`config.mk`:
```
export PLATFORM = sky130hd
export DESIGN_NAME = req_priority_arbiter_flat
export DESIGN_NICKNAME = d
export VERILOG_FILES = /design/src/rtl/req_priority_arbiter_if.sv /design/src/rtl/req_priority_arbiter.sv /design/src/flat_wrapper.sv
export SDC_FILE = /design/constraint.sdc
export NUM_CORES = 1
export LEC_CHECK = 0
export CAP_MARGIN = 10
export CORE_UTILIZATION = 43
export CTS_BUF_LIST = sky130_fd_sc_hd__clkbuf_8
export CTS_CLUSTER_DIAMETER = 200
export CTS_CLUSTER_SIZE = 25
export DETAILED_ROUTE_END_ITERATION = 10
export SYNTH_ARGS = -nofsm -noshare
export SYNTH_HDL_FRONTEND = slang
export SYNTH_SLANG_ARGS = --single-unit
```
`constraint.sdc`:
```
create_clock -name i_clk -period 53.8 [get_ports i_clk]
set_input_delay 13.45 -clock i_clk [delete_from_list [all_inputs] [get_ports i_clk]]
set_output_delay 13.45 -clock i_clk [all_outputs]
set_load 0.02 [all_outputs]
```
`src/rtl/req_priority_arbiter_if.sv`:
```
// Request/grant bundle between the requesters and the priority arbiter.
// The arbiter uses the slave modport and the requester side uses the master modport.
interface req_priority_arbiter_if #(
    parameter int N_REQ = 12
);
    logic [N_REQ-1:0] i_req;
    logic             i_done;
    logic             i_rr_mode;
    logic [N_REQ-1:0] o_grant;
    logic [3:0]       o_grant_id;
    logic             o_busy;
    logic             o_timeout;

    modport master (
        output i_req, i_done, i_rr_mode,
        input  o_grant, o_grant_id, o_busy, o_timeout
    );

    modport slave (
        input  i_req, i_done, i_rr_mode,
        output o_grant, o_grant_id, o_busy, o_timeout
    );
endinterface

```
`src/rtl/req_priority_arbiter.sv`:
```
// Shares one resource among 12 requesters with a registered one-hot grant, in fixed-priority or round-robin mode.
// A grant ends on done, on owner withdrawal or on a hold timeout, and is always followed by at least one idle cycle.
module req_priority_arbiter #(
    parameter int N_REQ    = 12,
    parameter int MAX_HOLD = 64,
    parameter int CNT_W    = 8
) (
    input  logic                  i_clk,
    input  logic                  i_rst_n,
    req_priority_arbiter_if.slave bus
);
    localparam logic [CNT_W-1:0] HOLD_LAST = CNT_W'(MAX_HOLD - 1);

    typedef enum logic {S_IDLE, S_GRANT} state_t;

    state_t           r_state;
    logic [CNT_W-1:0] r_cnt;
    logic [3:0]       r_owner;
    logic [3:0]       r_last_idx;
    logic [N_REQ-1:0] r_grant;
    logic [3:0]       r_grant_id;
    logic             r_busy;
    logic             r_timeout;

    logic [3:0]       w_fixed_idx;
    logic [3:0]       w_rr_idx;
    logic [3:0]       w_win_idx;
    logic             w_owner_req;
    logic             w_release;

    // NOTE: every temporary gets a default before the loops, so no path through the block can infer a latch.
    always_comb begin : fixed_pick
        w_fixed_idx = '0;
        for (int k = 0; k < N_REQ; k++) begin
            if (bus.i_req[k]) w_fixed_idx = 4'(k);
        end
    end

    // The distance below last_idx (wrapping, with last_idx itself at distance N_REQ) sets the round-robin rank.
    always_comb begin : rr_pick
        logic [3:0] w_dist;
        logic [3:0] w_best;
        w_rr_idx = '0;
        w_dist   = '0;
        w_best   = 4'd15;
        for (int k = 0; k < N_REQ; k++) begin
            w_dist = (r_last_idx > 4'(k)) ? (r_last_idx - 4'(k))
                                          : (r_last_idx + 4'(N_REQ - k));
            if (bus.i_req[k] && (w_dist < w_best)) begin
                w_best   = w_dist;
                w_rr_idx = 4'(k);
            end
        end
    end

    assign w_win_idx   = bus.i_rr_mode ? w_rr_idx : w_fixed_idx;
    assign w_owner_req = bus.i_req[r_owner];
    assign w_release   = bus.i_done || !w_owner_req || (r_cnt == HOLD_LAST);

    // NOTE: all state uses non-blocking assignments so every flop samples pre-edge values.
    always_ff @(posedge i_clk) begin
        if (!i_rst_n) begin
            r_state    <= S_IDLE;
            r_cnt      <= '0;
            r_owner    <= '0;
            r_last_idx <= '0;
            r_grant    <= '0;
            r_grant_id <= '0;
            r_busy     <= 1'b0;
            r_timeout  <= 1'b0;
        end else begin
            r_timeout <= 1'b0;
            case (r_state)
                S_IDLE: begin
                    if (|bus.i_req) begin
                        r_state    <= S_GRANT;
                        r_owner    <= w_win_idx;
                        r_grant    <= N_REQ'(1) << w_win_idx;
                        r_grant_id <= w_win_idx + 4'd1;
                        r_busy     <= 1'b1;
                        r_cnt      <= '0;
                    end
                end
                S_GRANT: begin
                    if (w_release) begin
                        r_state    <= S_IDLE;
                        r_grant    <= '0;
                        r_grant_id <= '0;
                        r_busy     <= 1'b0;
                        r_last_idx <= r_owner;
                        r_timeout  <= !bus.i_done && w_owner_req;
                    end else begin
                        // Release always fires at HOLD_LAST, so the counter never has to wrap.
                        r_cnt <= r_cnt + 1'b1;
                    end
                end
                default: r_state <= S_IDLE;
            endcase
        end
    end

    assign bus.o_grant    = r_grant;
    assign bus.o_grant_id = r_grant_id;
    assign bus.o_busy     = r_busy;
    assign bus.o_timeout  = r_timeout;
endmodule
```
`src/flat_wrapper.sv`:
```
// flat-port wrapper written by rule: the top's interface ports become plain ports
module req_priority_arbiter_flat 
#(
    parameter int N_REQ    = 12,
    parameter int MAX_HOLD = 64,
    parameter int CNT_W    = 8
)
  (i_clk, i_rst_n, bus_i_req, bus_i_done, bus_i_rr_mode, bus_o_grant, bus_o_grant_id, bus_o_busy, bus_o_timeout);
  req_priority_arbiter_if #(.N_REQ(N_REQ)) bus_i ();
  input  logic i_clk;
  input  logic i_rst_n;
  input wire logic [$bits(bus_i.i_req)-1:0] bus_i_req;
  input wire logic [$bits(bus_i.i_done)-1:0] bus_i_done;
  input wire logic [$bits(bus_i.i_rr_mode)-1:0] bus_i_rr_mode;
  output wire logic [$bits(bus_i.o_grant)-1:0] bus_o_grant;
  output wire logic [$bits(bus_i.o_grant_id)-1:0] bus_o_grant_id;
  output wire logic [$bits(bus_i.o_busy)-1:0] bus_o_busy;
  output wire logic [$bits(bus_i.o_timeout)-1:0] bus_o_timeout;
  assign bus_i.i_req = bus_i_req;
  assign bus_i.i_done = bus_i_done;
  assign bus_i.i_rr_mode = bus_i_rr_mode;
  assign bus_o_grant = bus_i.o_grant;
  assign bus_o_grant_id = bus_i.o_grant_id;
  assign bus_o_busy = bus_i.o_busy;
  assign bus_o_timeout = bus_i.o_timeout;
  req_priority_arbiter #(.N_REQ(N_REQ), .MAX_HOLD(MAX_HOLD), .CNT_W(CNT_W)) u_core (.i_clk(i_clk), .i_rst_n(i_rst_n), .bus(bus_i));
endmodule
```
==> results of run 1 <==
-- placed cells by master, fill, tap and decap left out, types with 11 or more instances in the layout --
cell	count
a21oi_1	36
a31oi_1	13
clkdlybuf4s50_1	33
dfxtp_1	35
ha_1	35
inv_1	23
mux2i_1	12
nand2_1	72
nand2b_1	14
nand3_1	25
nor2_1	59
nor3_1	11
o21ai_0	40
o21ai_1	13
xnor2_1	21
-- cells in the mapped netlist, types with 4 or more instances --
library cell / number / area, um2
nand3b_1: 5 / 37.5
o21a_1: 7 / 52.6
nor2_1: 59 / 221
nand2_1: 72 / 270
o22ai_1: 5 / 31.3
nand3_1: 25 / 125
a21boi_0: 4 / 30.0
a211oi_1: 8 / 60.1
a21o_1: 4 / 30.0
and2_1: 8 / 50.1
a31oi_1: 13 / 81.3
o21ai_1: 13 / 65.1
inv_1: 23 / 86.3
ha_1: 35 / 438
or2_2: 4 / 25.0
clkbuf_1: 14 / 52.6
nand2b_1: 14 / 87.6
xor2_1: 7 / 61.3
o21ai_0: 40 / 200
nand4_1: 5 / 31.3
a21oi_1: 36 / 180
mux2i_1: 12 / 120
or3_1: 7 / 43.8
buf_2: 9 / 45.0
o31ai_1: 10 / 75.1
xnor2_1: 21 / 184
a32o_1: 5 / 50.1
nor4_1: 7 / 43.8
nor2b_1: 9 / 56.3
dfxtp_1: 35 / 701
nor3_1: 11 / 55.1
o211ai_1: 4 / 30.0
and3_1: 4 / 25.0
-- per-stage QoR --
stage	setup WS (ns)	std cells	hold slack [ns]	util
2_1_floorplan	25.58	640	0.450	-
3_3_place_gp	22.89	787	0.437	0.478
3_5_place_dp	22.42	787	0.439	0.478
4_1_cts	22.65	795	0.449	0.488
5_1_grt	21.03	795	0.467	0.488
6_report	22.48	795	0.445	0.488
-- path summary, 6_finish.rpt --
check	slack, ns	startpoint	end	depth (start not counted)
worst max-delay path	22.48	bus_i_req[0]	u_core.bus.o_grant_id[2]	73
worst min register to register	0.44	u_core.bus.o_grant[5]	u_core.bus.o_grant[5]	2
worst min-delay path	0.44	u_core.bus.o_grant[5]	u_core.bus.o_grant[5]	2
worst max register to register	34.24	u_core.r_last_idx[1]	u_core.bus.o_grant_id[2]	78
-- sequential cells by signal, indices dropped and copies added (netlist names) --
register,count
u_core.r_cnt,8
u_core.bus.o_grant_id,4
u_core.r_state,1
u_core.bus.o_timeout,1
u_core.bus.o_busy,1
u_core.r_owner,4
u_core.r_last_idx,4
u_core.bus.o_grant,12
-- routing by layer --
| metal | part of all wire | up-vias | global-route usage |
|---|---|---|---|
| li1 | - | 2429 | - |
| met1 | 0.43 | 2307 | 0.294 |
| met2 | 0.48 | 177 | 0.440 |
| met3 | 0.057 | 34 | 0.0200 |
| met4 | 0.033 | 0 | 0.104 |
| met5 | 0 | - | 0 |
-- critical path, delay by kind of cell --
family	cells	cell delay (ns)
mux	4	1.18
compound gates	31	8.19
buf+inv	2	0.84
fa+ha+maj	10	2.66
simple gates	26	5.13
-- cell families after synthesis --
logic type,after synthesis
XOR/XNOR,28
flip-flops,35
adder cells (fa/ha/maj),36
buffers and inverters,54
multiplexers,20
AO/OA/AOI/OAI,218
AND/OR/NAND/NOR,249
-- cell type report --
| cell class | count | area (um2) |
|---|---|---|
| Fill cell | 1117 | 5550 |
| Multi-Input combinational cell | 551 | 3860 |
| Sequential cell | 35 | 701 |
| Timing Repair Buffer | 35 | 345 |
| Tap cell | 140 | 175 |
| Inverter | 26 | 97.6 |
| Clock buffer | 5 | 68.8 |
| Clock inverter | 3 | 43.8 |
==> flow_summary.toml, run 1 <==
[worst_setup_path]
critical_path.max_fanout = 15
endpoint_kind = "flop"
worstPathArrival_ns = 31.47
startpoint_type = "input port"
slowest_delay_ns = 0.76
worstPathRequired_ns = 53.96
path_class = "input port to flop"
path_common_cell = "ha_1"
cp_slowest_cell = "clkdlybuf4s50_1"

[grt]
grt_use_total = 0.244
antenna_found_initial = 0
gr-total-overflow = 0
grt_pass1_vias = 4519
grt_max_degree = 31
grt_pass1_wl_um = 22400

[floorplan]
die_w_um = 108
core_um2 = 10800
die_area_um2 = 11600
die_h_um = 108
start_util = 0.442
rows = 38
ios = 34

[synthesis]
syn_inst = 640
synth-xor-area-share = 0.0511
synth-simple-area-share = 0.261
synth_area_per_cell_um2 = 7.49
synth_adder_area_share = 0.0937
synth_cell_types = 102
synth_seq_cells = 35
synth_top_family_by_area = "compound AO/OA/AOI/OAI gates"
synthMuxAreaShare = 0.0522
synth_compound_area_frac = 0.346
synthFlopType = "dfxtp_1"
synth_fp_nets = 691
synth_edf_count = 0
ys_seq_area_frac = 0.146
synthesis.area_um2 = 4800
yosys_warnings = 0
async_flop_share = 0

[status]
status = "finished clean"

[clock_tree]
cts_root_buffer = "clkbuf_8"
cts_tree = "built"
clkTransAtPathRegs_ns = 0.07
clockBufferDepth = 2
clock_sinks = 35
htree_levels = 2
hold_buffers = 0
cts_resized = 0
cts_setup_buffers = 0
cts_made_buffers = 5
clk_latency_ns = 0.29

[worst_hold_path]
hp-class = "flop to flop"

[route]
drtIter0Drc = 351
vias = 4947
vias_per_cell = 6.22
detail-route-antenna-nets = 0
wire_per_inst_um = 17.7
first_pass_iters = 7
drc = 0
drt-total-wl_um = 14100

[cells_and_area]
antenna_cells = 0
finalNetCount = 705
area_growth_pct = 10.3
final_cell_area_um2 = 5290
drive_gt1_frac = 0.0992

[sta]
maxSlewHeadroom = 0.365
rsz0062_at_grt = "false"
fmax_mhz = 31.9
fin_crit_ns = 31.32
clock_skew_ns = 0.0104
finalSetupViolations = 0
finalHoldViolCount = 0
fin_crit_sh = 0.582
drv_slew = 0
fin_setup_tns_ns = 0
worstMarginPinSlew_ns = 0.953

[place]
place_congestion = 0.866
port_buffers = 33
dp_hpwl_um = 10800
placed_area_um2 = 5180

[run]
drv_cap = 0
Power of run 1 is left out: the tool's default activity adds up to more than one toggle a clock period on the data nets, which glitch-free logic cannot reach.
==> inputs of run 2 (changes only) <==
- clock period: 53.8 -> 26.2 ns (I/O delays scaled with it)
==> flow_summary.toml, run 2 (synthesized netlist as in run 1, its figures left out) <==
[grt]
grt_use_total = 0.255
gr-total-overflow = 0
antenna_found_initial = 0
grt_pass1_vias = 4687
grt_pass1_wl_um = 23500
grt_max_degree = 31

[route]
drt-total-wl_um = 14400
wire_per_inst_um = 18.1
top_layer = "met4"
drt-met1-wl_um = 6350
wl_met3_um = 586
vias_per_cell = 6.20
wl_met2_um = 6930
vias = 4932
first_pass_iters = 5
detail-route-antenna-nets = 0
drtIter0Drc = 404
drc = 0

[cells_and_area]
area_growth_pct = 10.2
largest_reg_flops = 12
nFillCells = 1086
drive_gt1_frac = 0.101
antenna_cells = 0
finalNetCount = 706
multi_input_area_um2 = 3860
final_cell_mix = "nand2_1, nor2_1, o21ai_0"
seqCellArea_um2 = 701
final_common_cell = "nand2_1"

[clock_tree]
clock_sinks = 35
htree_levels = 2
clk_latency_ns = 0.29
cts_setup_buffers = 0
cts_resized = 0
clkTransAtPathRegs_ns = 0.07
cts_tree = "built"
clockBufferDepth = 2
cts_made_buffers = 5
hold_buffers = 0
cts_root_buffer = "clkbuf_8"

[sta]
hold_slack_ns = 0.445
fin_ws_ns = 1.57
maxSlewHeadroom = 0.365
fin_setup_tns_ns = 0
drv_slew = 0
worstMarginPinSlew_ns = 0.952
clock_skew_ns = 0.00647
fin_crit_ns = 24.63
fin_crit_sh = 0.940
finalHoldViolCount = 0
fmax_mhz = 40.6
finalSetupViolations = 0
rsz0062_at_grt = "false"

[worst_setup_path]
critical_path.max_fanout = 15
cp_slowest_cell = "clkdlybuf4s50_1"
worstPathArrival_ns = 24.79
path_class = "input port to flop"
startpoint_type = "input port"
worstPathRequired_ns = 26.36
reg2reg_slack_ns = 6.31
path_common_cell = "ha_1"
endpoint_kind = "flop"
slowest_delay_ns = 0.79

[floorplan]
start_util = 0.442
rows = 38
core_um2 = 10800
die_w_um = 108
die_area_um2 = 11600
ios = 34
die_h_um = 108

[place]
port_buffers = 33
place_congestion = 0.885
dp_hpwl_um = 11000
post-place-ws_ns = 1.66

[worst_hold_path]
hp-class = "flop to flop"

[status]
status = "finished clean"

[run]
drv_cap = 0
==> run 2: cell types whose count changed in the layout (fill, tap and decap cells not counted) <==
cell	delta
buf_4	+1
bufinv_16	-1
clkbuf_8	+1
clkinv_2	-1
clkinvlp_4	+1
==> run 2: per-stage QoR <==
| stage | utilization | std cells | area, um2 |
|---|---|---|---|
| after global routing | 0.487 | 796 | 5280 |
| after floorplan | - | 640 | 4800 |
| after global placement | 0.478 | 788 | 5180 |
| after detailed placement | 0.478 | 788 | 5180 |
| after CTS | 0.487 | 796 | 5280 |
| final | 0.487 | 796 | 5280 |
==> run 2: cell type report <==
class	instances	share of cell area
sequential	35	0.133
clock inverter	2	0.00308
multi-input combinational	551	0.730
tap	140	0.0332
timing repair buffer	36	0.0668
inverter	26	0.0185
clock buffer	6	0.0156
==> run 2: worst paths after layout <==
check	end	start	cells after the start
max reg2reg	u_core.bus.o_grant_id[2]	u_core.r_last_idx[1]	76
min reg2reg	u_core.bus.o_grant[3]	u_core.bus.o_grant[3]	2
max	u_core.bus.o_grant_id[2]	bus_i_req[0]	73
min	u_core.bus.o_grant[3]	u_core.bus.o_grant[3]	2
==> run 2: per-layer routing <==
metal / global-route usage / vias up
met1: 0.313 / 2320
li1: - / 2422
met4: 0.110 / 0
met3: 0.0218 / 40
met5: 0 / -
met2: 0.452 / 150
==> run 2: worst max-delay path: cells and delay by family <==
| family | cells | cell delay, ns |
|---|---|---|
| simple gates | 26 | 5.15 |
| fa+ha+maj | 10 | 2.73 |
| compound gates | 31 | 8.10 |
| buf+inv | 2 | 0.87 |
| mux | 4 | 1.35 |
Power of run 2 is left out for the same reason.
